File: src/rtl/us_pulse_generator_if.sv
// us_pulse_generator_if: control/status bundle between a pulse-sequence requester and us_pulse_generator
//   start, abort, continuous     request / terminate / repeat controls (master -> slave)
//   pulse_width_us, period_us    pulse high time and rising-edge spacing in us (master -> slave)
//   pulse_out, busy, done        generated pulse, sequence active, normal-end strobe (slave -> master)
//   pulse_count                  rising edges since last accepted start (slave -> master)
interface us_pulse_generator_if #(parameter int CNT_W = 16);
    logic             start;
    logic             abort;
    logic             continuous;
    logic [CNT_W-1:0] pulse_width_us;
    logic [CNT_W-1:0] period_us;
    logic             pulse_out;
    logic             busy;
    logic             done;
    logic [CNT_W-1:0] pulse_count;
    modport master(
        output start, abort, continuous, pulse_width_us, period_us,
        input  pulse_out, busy, done, pulse_count
    );
    modport slave(
        input  start, abort, continuous, pulse_width_us, period_us,
        output pulse_out, busy, done, pulse_count
    );
endinterface

File: src/rtl/us_pulse_generator.sv
// us_pulse_generator: microsecond pulse transmitter with programmable width and period, one-shot or continuous
//   clk_1mhz  1 MHz timebase, one cycle = 1 us
//   reset     asynchronous active-high reset
//   bus       us_pulse_generator_if.slave: start/abort/continuous/width/period in, pulse_out/busy/done/pulse_count out
module us_pulse_generator #(
    parameter int CNT_W = 16
) (
    input  logic                    clk_1mhz,
    input  logic                    reset,
    us_pulse_generator_if.slave     bus
);
    typedef enum logic [1:0] {IDLE, PULSE, GAP} state_t;
    state_t           state_q, state_d;
    logic [CNT_W:0]   elapsed_q, elapsed_d;
    logic [CNT_W-1:0] w_q, w_d, p_q, p_d, count_q, count_d;
    logic             pulse_q, pulse_d, busy_q, busy_d, done_q, done_d;
    logic [CNT_W:0]   pe;
    // Period is stretched to W+1 when too short so there is always a low cycle; one extra bit avoids overflow at max W.
    assign pe = (p_q > w_q) ? {1'b0, p_q} : {1'b0, w_q} + (CNT_W+1)'(1);
    always_comb begin
        state_d   = state_q;
        elapsed_d = elapsed_q;
        w_d       = w_q;
        p_d       = p_q;
        count_d   = count_q;
        pulse_d   = pulse_q;
        busy_d    = busy_q;
        done_d    = 1'b0;
        case (state_q)
            IDLE: begin
                if (bus.start && !bus.abort) begin
                    if (bus.pulse_width_us != '0) begin
                        state_d   = PULSE;
                        w_d       = bus.pulse_width_us;
                        p_d       = bus.period_us;
                        elapsed_d = (CNT_W+1)'(1);
                        count_d   = CNT_W'(1);
                        pulse_d   = 1'b1;
                        busy_d    = 1'b1;
                    end else begin
                        count_d = '0;
                        done_d  = 1'b1;
                    end
                end
            end
            PULSE: begin
                if (bus.abort) begin
                    state_d = IDLE;
                    pulse_d = 1'b0;
                    busy_d  = 1'b0;
                end else begin
                    elapsed_d = elapsed_q + (CNT_W+1)'(1);
                    if (elapsed_q == {1'b0, w_q}) begin
                        state_d = GAP;
                        pulse_d = 1'b0;
                    end
                end
            end
            GAP: begin
                if (bus.abort) begin
                    state_d = IDLE;
                    pulse_d = 1'b0;
                    busy_d  = 1'b0;
                end else if (elapsed_q == pe) begin
                    if (bus.continuous) begin
                        state_d   = PULSE;
                        elapsed_d = (CNT_W+1)'(1);
                        pulse_d   = 1'b1;
                        count_d   = count_q + CNT_W'(1);
                    end else begin
                        state_d = IDLE;
                        busy_d  = 1'b0;
                        done_d  = 1'b1;
                    end
                end else begin
                    elapsed_d = elapsed_q + (CNT_W+1)'(1);
                end
            end
            default: state_d = IDLE;
        endcase
    end
    always_ff @(posedge clk_1mhz or posedge reset) begin
        if (reset) begin
            state_q   <= IDLE;
            elapsed_q <= '0;
            w_q       <= '0;
            p_q       <= '0;
            count_q   <= '0;
            pulse_q   <= 1'b0;
            busy_q    <= 1'b0;
            done_q    <= 1'b0;
        end else begin
            state_q   <= state_d;
            elapsed_q <= elapsed_d;
            w_q       <= w_d;
            p_q       <= p_d;
            count_q   <= count_d;
            pulse_q   <= pulse_d;
            busy_q    <= busy_d;
            done_q    <= done_d;
        end
    end
    assign bus.pulse_out   = pulse_q;
    assign bus.busy        = busy_q;
    assign bus.done        = done_q;
    assign bus.pulse_count = count_q;
endmodule

File: src/flat_wrapper.sv
// flat-port wrapper written by rule: the top's interface ports become plain ports
module us_pulse_generator_flat 
#(
    parameter int CNT_W = 16
)
  (clk_1mhz, reset, bus_start, bus_abort, bus_continuous, bus_pulse_width_us, bus_period_us, bus_pulse_out, bus_busy, bus_done, bus_pulse_count);
  us_pulse_generator_if #(.CNT_W(CNT_W)) bus_i ();
  input  logic clk_1mhz;
  input  logic reset;
  input wire logic [$bits(bus_i.start)-1:0] bus_start;
  input wire logic [$bits(bus_i.abort)-1:0] bus_abort;
  input wire logic [$bits(bus_i.continuous)-1:0] bus_continuous;
  input wire logic [$bits(bus_i.pulse_width_us)-1:0] bus_pulse_width_us;
  input wire logic [$bits(bus_i.period_us)-1:0] bus_period_us;
  output wire logic [$bits(bus_i.pulse_out)-1:0] bus_pulse_out;
  output wire logic [$bits(bus_i.busy)-1:0] bus_busy;
  output wire logic [$bits(bus_i.done)-1:0] bus_done;
  output wire logic [$bits(bus_i.pulse_count)-1:0] bus_pulse_count;
  assign bus_i.start = bus_start;
  assign bus_i.abort = bus_abort;
  assign bus_i.continuous = bus_continuous;
  assign bus_i.pulse_width_us = bus_pulse_width_us;
  assign bus_i.period_us = bus_period_us;
  assign bus_pulse_out = bus_i.pulse_out;
  assign bus_busy = bus_i.busy;
  assign bus_done = bus_i.done;
  assign bus_pulse_count = bus_i.pulse_count;
  us_pulse_generator #(.CNT_W(CNT_W)) u_core (.clk_1mhz(clk_1mhz), .reset(reset), .bus(bus_i));
endmodule
File: config.mk
export PLATFORM = sky130hd
export DESIGN_NAME = us_pulse_generator_flat
export DESIGN_NICKNAME = d
export VERILOG_FILES = /design/src/rtl/us_pulse_generator_if.sv /design/src/rtl/us_pulse_generator.sv /design/src/flat_wrapper.sv
export SDC_FILE = /design/constraint.sdc
export NUM_CORES = 1
export LEC_CHECK = 0
export CAP_MARGIN = 10
export CELL_PAD_IN_SITES_DETAIL_PLACEMENT = 0
export CELL_PAD_IN_SITES_GLOBAL_PLACEMENT = 1
export CORE_MARGIN = 2
export CORE_UTILIZATION = 25
export CTS_BUF_LIST = sky130_fd_sc_hd__clkbuf_4 sky130_fd_sc_hd__clkbuf_8
export DETAILED_ROUTE_END_ITERATION = 8
export GPL_ROUTABILITY_DRIVEN = 0
export PLACE_DENSITY = 0.49
export SLEW_MARGIN = 10
export SYNTH_ARGS = -nofsm -noshare
export SYNTH_HDL_FRONTEND = slang
export SYNTH_SLANG_ARGS = --single-unit
File: constraint.sdc
create_clock -name clk_1mhz -period 4.1 [get_ports clk_1mhz]
set_clock_uncertainty 0.2 [all_clocks]
set_input_delay 0.41 -clock clk_1mhz [delete_from_list [all_inputs] [get_ports clk_1mhz]]
set_output_delay 0.41 -clock clk_1mhz [all_outputs]
set_load 0.02 [all_outputs]
**Yosys cells after proc, flatten, opt, wreduce, memory -nomap -nowiden**

Index checks and enable logic that the tools add are counted.

- Flip-flop bits (word level): 70
- Bits in latches: 0
- Bits in writable memories: 0
- Bits in read-only memories: 0
- Bits of input ports: 37
- Output and inout port bits: 19
- Logic and storage cells: 81
- Memories kept: 0

- $add $sub $neg: 3
- Multiply operators: 0
- Div/mod/pow operators: 0
- Order comparisons: 1
- Equality and inequality tests: 16
- Shift operators: 0
- Multiplexer cells: 41
- Bitwise gates (word level): 0
- Reductions and logical operators: 12

Operators by type and width:

| kind | count |
|---|---|
| 2-to-1 mux 17 bit | 7 |
| 2-to-1 mux 16 bit | 4 |
| one-hot mux 17 bit (3 select lines) | 1 |
| one-hot mux 16 bit (2 select lines) | 1 |
| 2-to-1 mux 1 bit | 18 |
| AND reduction 6 bit | 3 |
| adder 16 x 1 -> 17 bit (second input constant) | 1 |
| adder 17 x 1 -> 17 bit (second input constant) | 1 |
| == test 17 x 16 -> 1 bit | 1 |
| == test 17 bit | 1 |
| adder 16 x 1 -> 16 bit (second input constant) | 1 |
| greater-than comparator 16 bit | 1 |
| nonzero test 16 bit | 1 |
| 2-to-1 mux 2 bit | 6 |
| != test 3 bit (second input constant) | 3 |
| != test 2 bit (second input constant) | 4 |
| != test 2 x 1 -> 1 bit (second input constant) | 3 |
| != test 3 x 2 -> 1 bit (second input constant) | 2 |
| one-hot mux 1 bit (3 select lines) | 2 |
| one-hot mux 2 bit (3 select lines) | 1 |
| AND reduction 5 bit | 1 |
| AND reduction 4 bit | 1 |
| AND reduction 3 bit | 1 |
| nonzero test 3 bit | 1 |
| 7 further kinds | 7 |

**Longest topological paths before layout**

- Depth after elaboration: 6
- Gate-level depth with buffers: 15

**Least setup slack after synthesis**

No wires, ideal clock.

- Path kind: register -> register
- From: register u_core.w_q[13]
- To: register u_core.count_q[6] (netlist: u_core.bus.pulse_count[6])
- Setup time: 0.087 ns
- Data arrival time: 3.064 ns
- Slack: 0.749 ns
- Stages on the path, launching flop included: 14
- Buffers on the path: 1
- Path through: dfrtp_1 inv_1 ha_1 nand4_1 nor2_1 nand4_1 or2_2 a222oi_1 nor2_1 nor4_2 buf_4 nand3_4 or4_1 o211ai_1

- Longest elaborated chain between the ends: 5

RTL lines:

| what | line | text |
|---|---|---|
| start: declaration | us_pulse_generator.sv:15 | `logic [CNT_W-1:0] w_q, w_d, p_q, p_d, count_q, count_d;` |
| start signal: assignment | us_pulse_generator.sv:95 | `w_q <= w_d;` |
| adder 16 x 1 -> 17 bit / greater-than comparator 16 bit (equally long branches) | us_pulse_generator.sv:19 | `assign pe = (p_q > w_q) ? {1'b0, p_q} : {1'b0, w_q} + (CNT_W+1)'(1);` |
| 2-to-1 mux 17 bit * | us_pulse_generator.sv:19 |  |
| == test 17 bit * | us_pulse_generator.sv:64 | `end else if (elapsed_q == pe) begin` |
| != test 2 x 1 -> 1 bit (no line) * | -- |  |
| AND reduction 5 bit (no line) * | -- |  |
| end signal: assignment | us_pulse_generator.sv:97 | `count_q <= count_d;` |
| end: declaration | us_pulse_generator.sv:15 |  |

Mark *: on every way between the ends. The rest lies on a longest branch, timed or not.
A chain may end at the register's enable or synchronous reset.

**Worst setup path in the final report**

- From: register u_core.w_q[12]
- To: register u_core.count_q[6] (netlist: u_core.bus.pulse_count[6])

The elaborated chain is that of the path after synthesis.

==> metrics.txt <==
Synth Register Bits 70; CP required 4.17 ns; Post-Syn Instances 507; max-slew violation count 0; Post-synth ARST share 1.000; clk_lat worst skew 0.37 ns; Die Y 140.9 um; Synth area leader dfrtp_1; DR WL/cell 18.71 um; pin count of the biggest net entering global routing 33; Area Growth Syn to Fin 24.71%; initial antenna violation count 0; CTS H-tree lvls 3; Core Util, Final 0.3154; vias in the first global route 4,188; syn_nets 567; Die Area 0.01984 mm^2; design area 0.005841 mm^2; PD cells 646.2 mW/mm^2; Critical R2R Capture u_core.bus.pulse_count[6]; placed instance area 0.005632 mm^2; post-synth cell types 60; IO Port Bufs 55; M1 WL 7.743 mm; Rows 50; Area contributors post-synth dfrtp_1, mux2_2, ha_1; length of routed met2 wiring 6.586 mm; synthesized area per cell 9.237 um^2; drt first-iter violations 287; worst slew pin tran 0.7781 ns; Die X 140.9 um; Leak 0.002419 uW; ys flop type dfrtp_1; Via density 5.071; Hold Fails Final Rpt 0; maximum vdd drop 0.0002539 V; share of cells above drive strength 1 0.1466; Post-layout nets 635; HPWL Detailed 11.66 mm; io pins 56; setup ws final 0.2842 ns; Max FO, Critical Path 15; R2R Path Start u_core.w_q[12]; Antenna Nets Post-Route 0; Crit Path Class flip-flop to flip-flop; crit path DAT 3.88 ns; post-synth top area share 0.3740; final setup vio count 0; total track usage 0.1600; run status completed; period utilization 0.9307; dpl ws 0.2620 ns; WHS 0.1773 ns; area of the core 0.01852 mm^2; clk buf depth 2; total grt overflow 0; wire length on met3 671 um; Seq/Total Area, Yosys 0.3740; reg2reg setup slack 0.28 ns; clock sinks 70; Reg clk slew, reported paths 0.08 ns; # DRC 0; DR pass1 iterations 5; critical path capture point type flip-flop; CTS tree yes; HP Class primary input to asynchronous set/reset pin; minimum clock period 3.816 ns; first-pass GRT wire length 24.07 mm; vias 4,128; yosys warns 0; Post-Syn Area 0.004683 mm^2; ANT cells 0; Post-synth EDFFs 0; Critical Path Source Type flip-flop; R2R depth 13; total power draw 3774 uW; crit path from u_core.w_q[12]; Root Buffer clkbuf_8; top sig layer met4; Starting Density 0.2529; Max Fclk 262.1 MHz; Max-slew headroom 0.4766; clock buffer count from CTS 9; drt total wl 15.23 mm; max cap viols 0; fill cell count 1,958
-- cells in the final DEF (no fill, tap or decap), types with 4 or more instances in the layout --
master           netlist  layout
nor3_1                 6       6
nor2_1                24      24
and3_1                14      14
nand3_1               24      24
xnor2_1               23      23
xor2_1                16      16
o31ai_1               12      12
ha_1                  23      23
a31oi_1                5       5
o2bb2ai_1              4       4
dfrtp_1               70      70
nor4_1                16      16
nand4_1               14      14
buf_4                  1      22
nand2b_1               5       5
a21oi_1               16      16
nand2_1               42      42
clkbuf_8               0       9
or4_1                  8       8
nor2b_1                8       8
clkdlybuf4s50_1        0      55
inv_1                 31      30
o21ai_0               32      32
o211ai_1               7       7
mux2_2                32      32
or2_2                  4       4
-- timing repair --
item	in CTS	in global routing
buffers inserted	0	0
setup endpoints to repair	0	17
gates resized for setup	0	3
hold endpoints to repair	0	0
hold buffers	0	0
-- synthesized netlist by cell type (all sizes together) (16+ instances only) --
| master | count |
|---|---|
| nor2 | 24 |
| xnor2 | 23 |
| o21ai | 33 |
| nand3 | 27 |
| ha | 23 |
| nor4 | 18 |
| xor2 | 16 |
| inv | 31 |
| a21oi | 16 |
| dfrtp | 70 |
| nand2 | 42 |
| mux2 | 32 |
-- per-stage QoR --
| step | cells | TNS, ns |
|---|---|---|
| 3_3_place_gp | 798 | 0 |
| 3_5_place_dp | 798 | 0 |
| 6_report | 814 | 0 |
| 2_1_floorplan | 507 | 0 |
| 4_1_cts | 814 | 0 |
| 5_1_grt | 814 | -0.002716 |
-- power breakdown --
group,switching [uW],leakage [uW],internal [uW],total [uW]
logic,1120,0.00142,894,2010
clock network,282,0.000101,300,582
registers,277,0.000895,905,1180
-- registers in the layout, summed over array words and instances (netlist names) --
name,count
u_core.bus.busy,1
u_core.bus.done,1
u_core.bus.pulse_count,16
u_core.bus.pulse_out,1
u_core.elapsed_q,17
u_core.p_q,16
u_core.state_q,2
u_core.w_q,16
-- worst max-delay path by stage --
stage / to / slack (ns) / cells after the start
floorplan: u_core.bus.pulse_count[6] / 0.75 / 13
global placement: u_core.elapsed_q[13] / 0.34 / 14
detailed placement: u_core.bus.pulse_count[6] / 0.26 / 13
CTS: u_core.bus.pulse_count[6] / 0.22 / 13
global route: u_core.bus.pulse_count[6] / -0.003 / 13
finish: u_core.bus.pulse_count[6] / 0.28 / 13
-- cell type report --
cell class,count,area [um^2],area share
tap,234,292.8,0.05013
timing repair buffer,78,735.7,0.1260
inverter,31,116.4,0.01992
clock inverter,4,47.55,0.008141
sequential,70,1752,0.2999
multi-input combinational,385,2750,0.4709
clock buffer,12,146.4,0.02506
-- kinds of logic after synthesis --
family          synth area share
flops                     0.3740
fa+ha+maj                0.06145
mux                      0.07908
simple gates              0.2135
compound gates            0.1552
buf+inv                  0.04381
xor+xnor                 0.07293
-- worst max-delay path: stages, from the launching register on --
cell and delay [ns]:
dfrtp_1 0.44, inv_1 0.09, ha_1 0.28, nand4_1 0.13
nor2_1 0.18, nand4_1 0.20, or2_2 0.39, a222oi_1 0.36
nor2_1 0.14, nor4_4 0.35, buf_12 0.19, nand3_4 0.13
or4_1 0.49, o211ai_1 0.11
-- routing by layer --
| layer | vias to the layer above | track usage |
|---|---|---|
| met5 | - | 0 |
| met4 | 0 | 0.04105 |
| met3 | 17 | 0.03838 |
| met2 | 101 | 0.2439 |
| met1 | 2022 | 0.2278 |
| li1 | 1988 | - |
(Power assumes the default switching activity.)
==> RTL edit: new RTL, config.mk and constraints unchanged <==
`CNT_W` is set to 16 in 3 places; all go to 32.
--- a/src/rtl/us_pulse_generator_if.sv
+++ b/src/rtl/us_pulse_generator_if.sv
@@ -3,7 +3,7 @@
 //   pulse_width_us, period_us    pulse high time and rising-edge spacing in us (master -> slave)
 //   pulse_out, busy, done        generated pulse, sequence active, normal-end strobe (slave -> master)
 //   pulse_count                  rising edges since last accepted start (slave -> master)
-interface us_pulse_generator_if #(parameter int CNT_W = 16);
+interface us_pulse_generator_if #(parameter int CNT_W = 32);
     logic             start;
     logic             abort;
     logic             continuous;
--- a/src/rtl/us_pulse_generator.sv
+++ b/src/rtl/us_pulse_generator.sv
@@ -3,7 +3,7 @@
 //   reset     asynchronous active-high reset
 //   bus       us_pulse_generator_if.slave: start/abort/continuous/width/period in, pulse_out/busy/done/pulse_count out
 module us_pulse_generator #(
-    parameter int CNT_W = 16
+    parameter int CNT_W = 32
 ) (
     input  logic                    clk_1mhz,
     input  logic                    reset,
--- a/src/flat_wrapper.sv
+++ b/src/flat_wrapper.sv
@@ -1,7 +1,7 @@
 // flat-port wrapper written by rule: the top's interface ports become plain ports
 module us_pulse_generator_flat 
 #(
-    parameter int CNT_W = 16
+    parameter int CNT_W = 32
 )
   (clk_1mhz, reset, bus_start, bus_abort, bus_continuous, bus_pulse_width_us, bus_period_us, bus_pulse_out, bus_busy, bus_done, bus_pulse_count);
   us_pulse_generator_if #(.CNT_W(CNT_W)) bus_i ();
Ports: changed (resized bus_period_us, bus_pulse_count and bus_pulse_width_us); port bits go from 56 to 104. No check against the original RTL was run, so the function may have changed too.
==> RTL edit against the unedited design <==
- final cell count grew 110%
- sequential cell count increased by 64
- total power is 96% higher
- final area is 110% higher
- routed wire length grew 110%
- synthesized area increased by 93%
- setup slack worse by 0.25 ns
- hold slack improved by 0.061 ns
- first-iteration DRC count is 29% higher
- sequential power up 75%
- critical endpoint is now u_core.state_q[0]
- largest power group unchanged
==> RTL edit: results (changes against the unedited design) <==
Global route
  – Vias in the first global route: 8408 (+100%)
  – First-pass GRT wire length: 50.2 mm (+110%)
  – Total track usage: 0.173 (+0.0132)
  – Initial antenna violation count: 0 (unchanged)
  – Largest net degree at the start of global routing: 64 (+94%)

Job
  – Max Cap Violations: 0 (unchanged)

Synth
  – Synth unique cells: 72 (+20%)
  – Ranking of synthesized cells by area: dfrtp_1 37%, mux2_2 8.2%, xnor2_1 5.5%
  – Synthesis warning total: 0 (unchanged)
  – Syn Nets: 1099 (+94%)
  – Post-synth top cells: 134 x dfrtp_1, 74 x nand2_1, 69 x inv_1
  – Post-synthesis sequential area ratio: 0.371 (-0.00274)
  – Ys async rst share: 1.00 (unchanged)

Placement
  – HPWL Detailed: 25.2 mm (+120%)
  – Pre-CTS WS: -0.273 ns (-0.535 ns)
  – Placed Area: 11500 µm² (+100%)
  – IO Port Bufs: 103 (+87%)

Clock tree
  – H-tree Lvls: 4 (+1)
  – Total CTS buffers: 17 (+8)
  – Worst-path clk slew: 0.09 ns
  – Root Driver: clkbuf_8
  – Clk_lat worst skew: 0.50 ns (+0.13 ns)
  – Longest Clk Path Bufs: 2 (unchanged)

Final layout
  – Layout Nets: 1318 (+110%)
  – Multi-input logic area: 5480 µm² (+99%)
  – Max FFs per register: 33 (+16)
  – Top reg by flops: u_core.elapsed_q
  – Fillers: 3777 (+93%)
  – Share of cells above drive strength 1: 0.252 (+0.105)

Min path
  – Min-Delay Path Class: in2async

Setup path
  – Slowest cell on crit path: or4_4
  – WP data arrival: 4.25 ns (+0.37 ns)
  – CP max FO: 4 (-11)
  – Slowest Stage Delay on Critical Path: 0.58 ns (+0.09 ns)
  – Crit path max-delay family: simple AND/OR/NAND/NOR gates

Power and ir drop
  – Worst vdd ir: 0.240 mV (-5.6%)
  – Leakage power: 5.16 nW (+110%)

Timing
  – Slew margin rel.: 0.424 (-0.0524)

Route
  – Initial DRT Pass Iterations: 4 (-1)
  – Drt first-iter violations: 370 (+29%)
  – Routed length on met3: 733 µm (+9.2%)
  – Wirelength per Cell: 19.1 µm (+2.1%)
  – Met2 WL: 15.2 mm (+130%)
  – Metal1 wirelength: 15.5 mm (+100%)
  – Highest routed layer: met4
  – DR vias/cell: 4.88 (-3.7%)

Outcome
  – Run status: complete, no violations
## RTL edit: layout make-up
| type | count | area share |
|---|---|---|
| flip-flops and latches | 134 | 0.271 |
| inverters | 69 | 0.0212 |
| multi-input cells | 734 | 0.442 |
| well taps | 461 | 0.0465 |
| repair buffers | 254 | 0.185 |
| clock inverters | 11 | 0.0121 |
| diodes | 1 | 0.000202 |
| clock buffers | 21 | 0.0223 |
## RTL edit: timing repair
item	CTS	global route
buffers inserted	4	12
setup endpoints to repair	65	67
cloned	0	1
pin swaps	10	21
gates resized for setup	17	60
## RTL edit: layer usage
metal | vias to the layer above | track usage
li1 | 4065 | -
met5 | - | 0
met2 | 129 | 0.283
met1 | 3999 | 0.234
met4 | 0 | 0.0595
met3 | 38 | 0.0252
## RTL edit: through the flow
stage | cells | hold slack (ns)
floorplan | 991 | 0.279
CTS | 1671 | 0.253
global route | 1684 | 0.294
detailed placement | 1635 | 0.294
global placement | 1635 | 0.290
finish | 1685 | 0.239
## RTL edit: worst reg2reg max path, stage by stage (launching register included)
cell       delay [ns]
dfrtp_1          0.41
inv_1            0.06
ha_1             0.29
nand4_1          0.24
buf_4            0.24
a2111oi_4        0.34
o31a_1           0.27
or2_4            0.15
buf_4            0.12
mux2i_2          0.22
o21ai_1          0.10
buf_4            0.17
or4_4            0.58
nand2_2          0.09
and3_4           0.19
mux2_4           0.29
## RTL edit: cells by family after synthesis
group,Yosys count,share of synthesized area
xor gates and xnor gates,86,0.0834
buffers and inverters,123,0.0526
AOI/OAI and AO/OA,206,0.156
and+or+nand+nor,333,0.196
adders and majority gates,39,0.0540
DFF,134,0.371
muxes,70,0.0867
## RTL edit: where the power goes
part / total (W) / switching, W / internal (W)
clock: 0.00125 / 0.000602 / 0.000648
combinational: 0.00410 / 0.00211 / 0.00200
sequential: 0.00206 / 0.000373 / 0.00168
total: 0.00741 / 0.00308 / 0.00433
## RTL edit: worst paths after layout
kind | slack (ns) | start | cells past startpoint | end
min in group clk_1mhz | 0.31 | u_core.p_q[0] | 1 | u_core.p_q[0]
min reg2reg | 0.31 | u_core.p_q[0] | 1 | u_core.p_q[0]
max | 0.03 | u_core.w_q[13] | 15 | u_core.state_q[0]
min | 0.24 | reset | 2 | u_core.p_q[2]
max reg2reg | 0.03 | u_core.w_q[13] | 15 | u_core.state_q[0]
max in group asynchronous | 2.54 | reset | 3 | u_core.elapsed_q[7]
